**src/rtl/div_pkg.sv**
```systemverilog
// Shared definitions for the iterative restoring divider: controller state
// encoding and the default operand width.
package div_pkg;

    localparam int DIV_WIDTH = 4;

    typedef enum logic [2:0] {
        S_IDLE,
        S_LOAD,
        S_SHIFT_R,
        S_TEST,
        S_DONE,
        S_ERR
    } div_state_t;

endpackage

```
**src/rtl/div_ctrl_if.sv**
```systemverilog
// Requester-side go/done handshake of the divider controller.
interface div_ctrl_if;

    logic go;
    logic y_is_zero;
    logic busy;
    logic done;
    logic err;

    modport master (
        output go,
        output y_is_zero,
        input  busy,
        input  done,
        input  err
    );

    modport slave (
        input  go,
        input  y_is_zero,
        output busy,
        output done,
        output err
    );

endinterface

```
**src/rtl/div_cnt.sv**
```systemverilog
// Loadable down-counter for the divider iteration count, flagging the last
// iteration (count of one).
module div_cnt #(
    parameter int W = 3
) (
    input  logic         clk,
    input  logic         rst_n,
    input  logic         load,
    input  logic         dec,
    input  logic [W-1:0] ld_val,
    output logic         is_one
);

    logic [W-1:0] cnt;

    always_ff @(posedge clk or negedge rst_n) begin
        if (!rst_n) begin
            cnt <= '0;
        end else if (load) begin
            cnt <= ld_val;
        end else if (dec) begin
            cnt <= cnt - 1'b1;
        end
    end

    assign is_one = (cnt == W'(1));

endmodule

```
**src/rtl/div_ctrl.sv**
```systemverilog
// Sequencer for a WIDTH-bit restoring divider: drives X/R load and shift
// controls and reports done / divide-by-zero over a level go/done handshake.
module div_ctrl
    import div_pkg::*;
#(
    parameter int WIDTH = DIV_WIDTH
) (
    input  logic       clk,
    input  logic       rst_n,
    div_ctrl_if.slave  req,
    input  logic       r_lt_y,
    input  logic       x_msb,
    output logic       x_ld,
    output logic       x_sl,
    output logic       x_sh_b,
    output logic       r_clr,
    output logic       r_sl,
    output logic       r_sh_b,
    output logic       r_ld_sub
);

    localparam int CNT_W = $clog2(WIDTH + 1);
    localparam logic [CNT_W-1:0] CNT_INIT = CNT_W'(WIDTH);

    div_state_t state;
    div_state_t state_nx;
    logic       cnt_last;
    logic       busy_o;
    logic       done_o;
    logic       err_o;

    div_cnt #(
        .W (CNT_W)
    ) u_cnt (
        .clk    (clk),
        .rst_n  (rst_n),
        .load   (state == S_LOAD),
        .dec    (state == S_TEST),
        .ld_val (CNT_INIT),
        .is_one (cnt_last)
    );

    always_ff @(posedge clk or negedge rst_n) begin
        if (!rst_n) begin
            state <= S_IDLE;
        end else begin
            state <= state_nx;
        end
    end

    always_comb begin
        state_nx = state;
        case (state)
            S_IDLE: begin
                if (req.go) begin
                    state_nx = req.y_is_zero ? S_ERR : S_LOAD;
                end
            end
            S_LOAD:    state_nx = S_SHIFT_R;
            S_SHIFT_R: state_nx = S_TEST;
            // cnt still holds this iteration's value; one means this is the last
            S_TEST:    state_nx = cnt_last ? S_DONE : S_SHIFT_R;
            S_DONE:    if (!req.go) state_nx = S_IDLE;
            S_ERR:     if (!req.go) state_nx = S_IDLE;
            default:   state_nx = S_IDLE;
        endcase
    end

    always_comb begin
        x_ld     = 1'b0;
        x_sl     = 1'b0;
        x_sh_b   = 1'b0;
        r_clr    = 1'b0;
        r_sl     = 1'b0;
        r_sh_b   = 1'b0;
        r_ld_sub = 1'b0;
        busy_o   = 1'b0;
        done_o   = 1'b0;
        err_o    = 1'b0;
        case (state)
            S_LOAD: begin
                x_ld   = 1'b1;
                r_clr  = 1'b1;
                busy_o = 1'b1;
            end
            S_SHIFT_R: begin
                r_sl   = 1'b1;
                r_sh_b = x_msb;
                busy_o = 1'b1;
            end
            // Restoring step: subtract only when the partial remainder fits
            S_TEST: begin
                x_sl     = 1'b1;
                x_sh_b   = ~r_lt_y;
                r_ld_sub = ~r_lt_y;
                busy_o   = 1'b1;
            end
            S_DONE:  done_o = 1'b1;
            S_ERR:   err_o  = 1'b1;
            default: ;
        endcase
    end

    assign req.busy = busy_o;
    assign req.done = done_o;
    assign req.err  = err_o;

endmodule
```
**src/flat_wrapper.sv**
```systemverilog
// flat-port wrapper written by rule: the top's interface ports become plain ports
module div_ctrl_flat import div_pkg::*;
#(
    parameter int WIDTH = DIV_WIDTH
)
  (clk, rst_n, r_lt_y, x_msb, x_ld, x_sl, x_sh_b, r_clr, r_sl, r_sh_b, r_ld_sub, req_go, req_y_is_zero, req_busy, req_done, req_err);
  div_ctrl_if req_i ();
  input  logic clk;
  input  logic rst_n;
  input  logic r_lt_y;
  input  logic x_msb;
  output logic x_ld;
  output logic x_sl;
  output logic x_sh_b;
  output logic r_clr;
  output logic r_sl;
  output logic r_sh_b;
  output logic r_ld_sub;
  input wire logic [$bits(req_i.go)-1:0] req_go;
  input wire logic [$bits(req_i.y_is_zero)-1:0] req_y_is_zero;
  output wire logic [$bits(req_i.busy)-1:0] req_busy;
  output wire logic [$bits(req_i.done)-1:0] req_done;
  output wire logic [$bits(req_i.err)-1:0] req_err;
  assign req_i.go = req_go;
  assign req_i.y_is_zero = req_y_is_zero;
  assign req_busy = req_i.busy;
  assign req_done = req_i.done;
  assign req_err = req_i.err;
  div_ctrl #(.WIDTH(WIDTH)) u_core (.clk(clk), .rst_n(rst_n), .req(req_i), .r_lt_y(r_lt_y), .x_msb(x_msb), .x_ld(x_ld), .x_sl(x_sl), .x_sh_b(x_sh_b), .r_clr(r_clr), .r_sl(r_sl), .r_sh_b(r_sh_b), .r_ld_sub(r_ld_sub));
endmodule
```
**config.mk**
```make
export PLATFORM = sky130hd
export DESIGN_NAME = div_ctrl_flat
export DESIGN_NICKNAME = d
export VERILOG_FILES = /design/src/rtl/div_pkg.sv /design/src/rtl/div_ctrl_if.sv /design/src/rtl/div_cnt.sv /design/src/rtl/div_ctrl.sv /design/src/flat_wrapper.sv
export SDC_FILE = /design/constraint.sdc
export NUM_CORES = 1
export LEC_CHECK = 0
export ABC_AREA = 1
export CORE_AREA = 2 2 39 41
export DETAILED_ROUTE_END_ITERATION = 10
export DIE_AREA = 0 0 41 43
export GPL_TIMING_DRIVEN = 0
export PLACE_DENSITY_LB_ADDON = 0.05
export SKIP_LAST_GASP = 1
export SYNTH_ARGS = -nofsm -noshare
export SYNTH_HDL_FRONTEND = slang
export SYNTH_SLANG_ARGS = --single-unit
```
**constraint.sdc**
```tcl
create_clock -name clk -period 1.5 [get_ports clk]
set_input_delay 0.3 -clock clk [delete_from_list [all_inputs] [get_ports clk]]
set_output_delay 0.3 -clock clk [all_outputs]
set_load 0.03 [all_outputs]
```
==> flow_metrics.py <==
metrics = {
    "clock_tree": {
        "cts_sinks": 6,
        "clk_latency_ns": 0.24,
        "max-clock-path-buffers": 2,
        "cts_buffers": 3,
        "cts_tree": "built",
        "cts_hold_buf": 0,
        "htree_levels": 1,
        "cts_root_buffer": "clkbuf_4",
        "clkTransAtPathRegs_ns": 0.04,
    },
    "setup_path": {
        "worstPathArrival_ns": 1.21,
        "worst_r2r_path_depth": 5,
        "cp_max_fo": 6,
        "end_kind": "primary output",
        "critPathRequiredTime_ns": 1.20,
        "endpoint": "x_ld",
        "r2r-end": "u_core.state[2]",
        "start_kind": "flip-flop",
        "r2r-start": "u_core.state[2]",
        "rrSetupSlack_ns": 0.51,
        "cp-startpoint": "u_core.state[2]",
        "worstSetupPathType": "reg2out",
    },
    "timing": {
        "setup_viol": 1,
        "rsz0062_at_grt": "true",
        "setup_slack_ns": -0.0108,
        "fmax_ghz": 0.662,
        "worst_slew_pin_slew_ns": 0.283,
        "finalCritPeriodShare": 1.01,
        "setup_tns_ns": -0.0108,
        "skew_ns": 0.00308,
        "fin_crit_ns": 1.51,
        "hold_viol_final": 0,
        "slew_headroom": 0.811,
        "maxSlewViolCount": 0,
    },
    "floorplan": {
        "rows": 14,
        "die_x_um": 41,
        "die-area_um2": 1760,
        "core_region_area_um2": 1380,
        "io_pins": 16,
        "die_h_um": 43,
        "initial_core_util": 0.310,
    },
    "synth": {
        "synth_cells": 56,
        "yosysTopAreaCellShare": 0.350,
        "seq_area_frac_synth": 0.350,
        "syn_nets": 64,
        "avgSynthCellArea_um2": 7.66,
        "yosysTopAreaCell": "dfrtp_1",
        "ys_top_cells_by_area": "dfrtp_1 35%, inv_1 11%, nand2_1 6.1%",
        "syn_area_um2": 429,
        "ys_ff_latch": 6,
        "synth_cell_types": 18,
        "ys_warn_count": 0,
    },
    "final_layout": {
        "fin_nets": 89,
        "multi_input_area_um2": 203,
        "antenna_cells": 0,
        "n_fill_cell": 154,
        "drive_gt1_frac": 0.405,
        "design_area_um2": 666,
        "syn_to_final_growth_pct": 55.1,
        "ff_latch_area_um2": 151,
    },
    "placement": {
        "gp_congestion": 0.695,
        "detailed_place.area_um2": 604,
        "dpl.hpwl_um": 639,
        "portBuffers": 15,
    },
    "outcome": {
        "violations": "setup timing",
        "outcome": "complete, but fails checks",
    },
    "drt": {
        "viasPerCell": 4.15,
        "wl_met1_um": 370,
        "met3_length_um": 56,
        "wl_met2_um": 411,
        "drtIter0Drc": 9,
        "highest_layer": "met4",
        "vias": 394,
        "antenna_left": 0,
        "dr.pass1.iters": 2,
        "wl_um": 847,
        "avgRoutedWirePerCell_um": 8.92,
        "drc": 0,
    },
    "global_routing": {
        "grt_pass1_vias": 319,
        "antenna_found_initial": 0,
        "grt_pass1_wl_um": 1330,
        "grt-ovfl-total": 0,
        "grt_use_total": 0.116,
        "grt_start_max_net_pins": 9,
    },
    "pwr": {
        "ir_drop_mv": 0.932,
        "p_per_area_nw_per_um2": 2080,
        "power_leakage_nw": 0.361,
    },
    "job": {
        "drv_cap": 0,
    },
    "worst_hold_path": {
        "hold_class": "in2async",
    },
}
[where the power goes]
part,internal [W],switching (W),leakage (nW)
Clock,0.0000903,0.0000557,0.0138
Sequential,0.000233,0.0000400,0.0690
Combinational,0.000403,0.000563,0.278
[worst min-delay path by stage]
stage	cells past startpoint	end	slack [ns]	start
finish	1	u_core.state[1]	0.30	rst_n
global route	1	u_core.state[1]	0.31	rst_n
CTS	1	u_core.state[1]	0.31	rst_n
detailed placement	2	u_core.u_cnt.cnt[1]	0.53	u_core.u_cnt.cnt[1]
global placement	2	u_core.u_cnt.cnt[1]	0.53	u_core.u_cnt.cnt[1]
floorplan	0	u_core.state[0]	0.004	rst_n
[synth_stat cells]
library cell and number:
clkbuf_8 1, inv_2 2, nand4_1 1, nor2_1 4, inv_1 13, nand3_1 5
or2_0 1, nand2_1 7, buf_4 3, dfrtp_1 6, nor2_4 1, o21ai_0 1
o21ai_2 2, a21oi_1 2, nor3_1 2, ha_1 2, nor2_2 1, nand2_4 2
[worst max-delay path, cell delays in order (launching register included)]
cell,delay (ns)
dfrtp_2,0.45
inv_4,0.11
nand2_4,0.06
nor2_4,0.13
buf_6,0.10
buf_6,0.11
[cells in the final DEF (no fill, tap or decap), types with 2 or more instances in the layout]
cell,instances
buf_6,4
nand2_1,7
ha_1,2
a21oi_1,2
clkbuf_4,5
nor2_4,2
buf_4,10
nand3_1,5
nand2_4,2
dfrtp_1,5
inv_1,13
buf_2,2
clkdlybuf4s50_1,5
o21ai_2,2
nor2_1,4
[logic make-up after synthesis]
kind of cell / share of synthesized area
AO/OA/AOI/OAI: 0.0758
adder cells (fa/ha/maj): 0.0583
buffers and inverters: 0.216
flip-flops: 0.350
AND/OR/NAND/NOR: 0.300
[final cells by class]
type                       instances  area share
timing repair buffer              20       0.248
clock buffer                       3      0.0338
tap                               16      0.0301
multi-input combinational         31       0.305
inverter                          15      0.0883
sequential                         6       0.227
buffer                             4      0.0677
[layer usage]
metal  vias up  track usage
li1        214            -
met1       169        0.144
met2         9        0.156
met3         2       0.0628
met4         0       0.0600
met5         -            0
[stage by stage]
stage          setup slack [ns]  hold slack [ns]  cells  power (W)  utilization
2_1_floorplan           -0.0148          0.00441     56   0.000922            -
3_3_place_gp             -0.467            0.532     87    0.00118        0.437
3_5_place_dp             -0.472            0.530     87    0.00118        0.437
4_1_cts                 -0.0624            0.305     91    0.00131        0.439
5_1_grt                 -0.0762            0.314     95    0.00151        0.481
6_report                -0.0108            0.303     95    0.00138        0.481
[state kept, by name, summed over array words and instances, names as in the netlist]
register,cells
u_core.state,3
u_core.u_cnt.cnt,3
[timing repair]
item,CTS,global route
buffers inserted,1,4
resized for setup,60,10
pin swaps,0,2
endpoints found under the setup margin,10,9
Note: power is estimated with default switching activity, not from simulation.
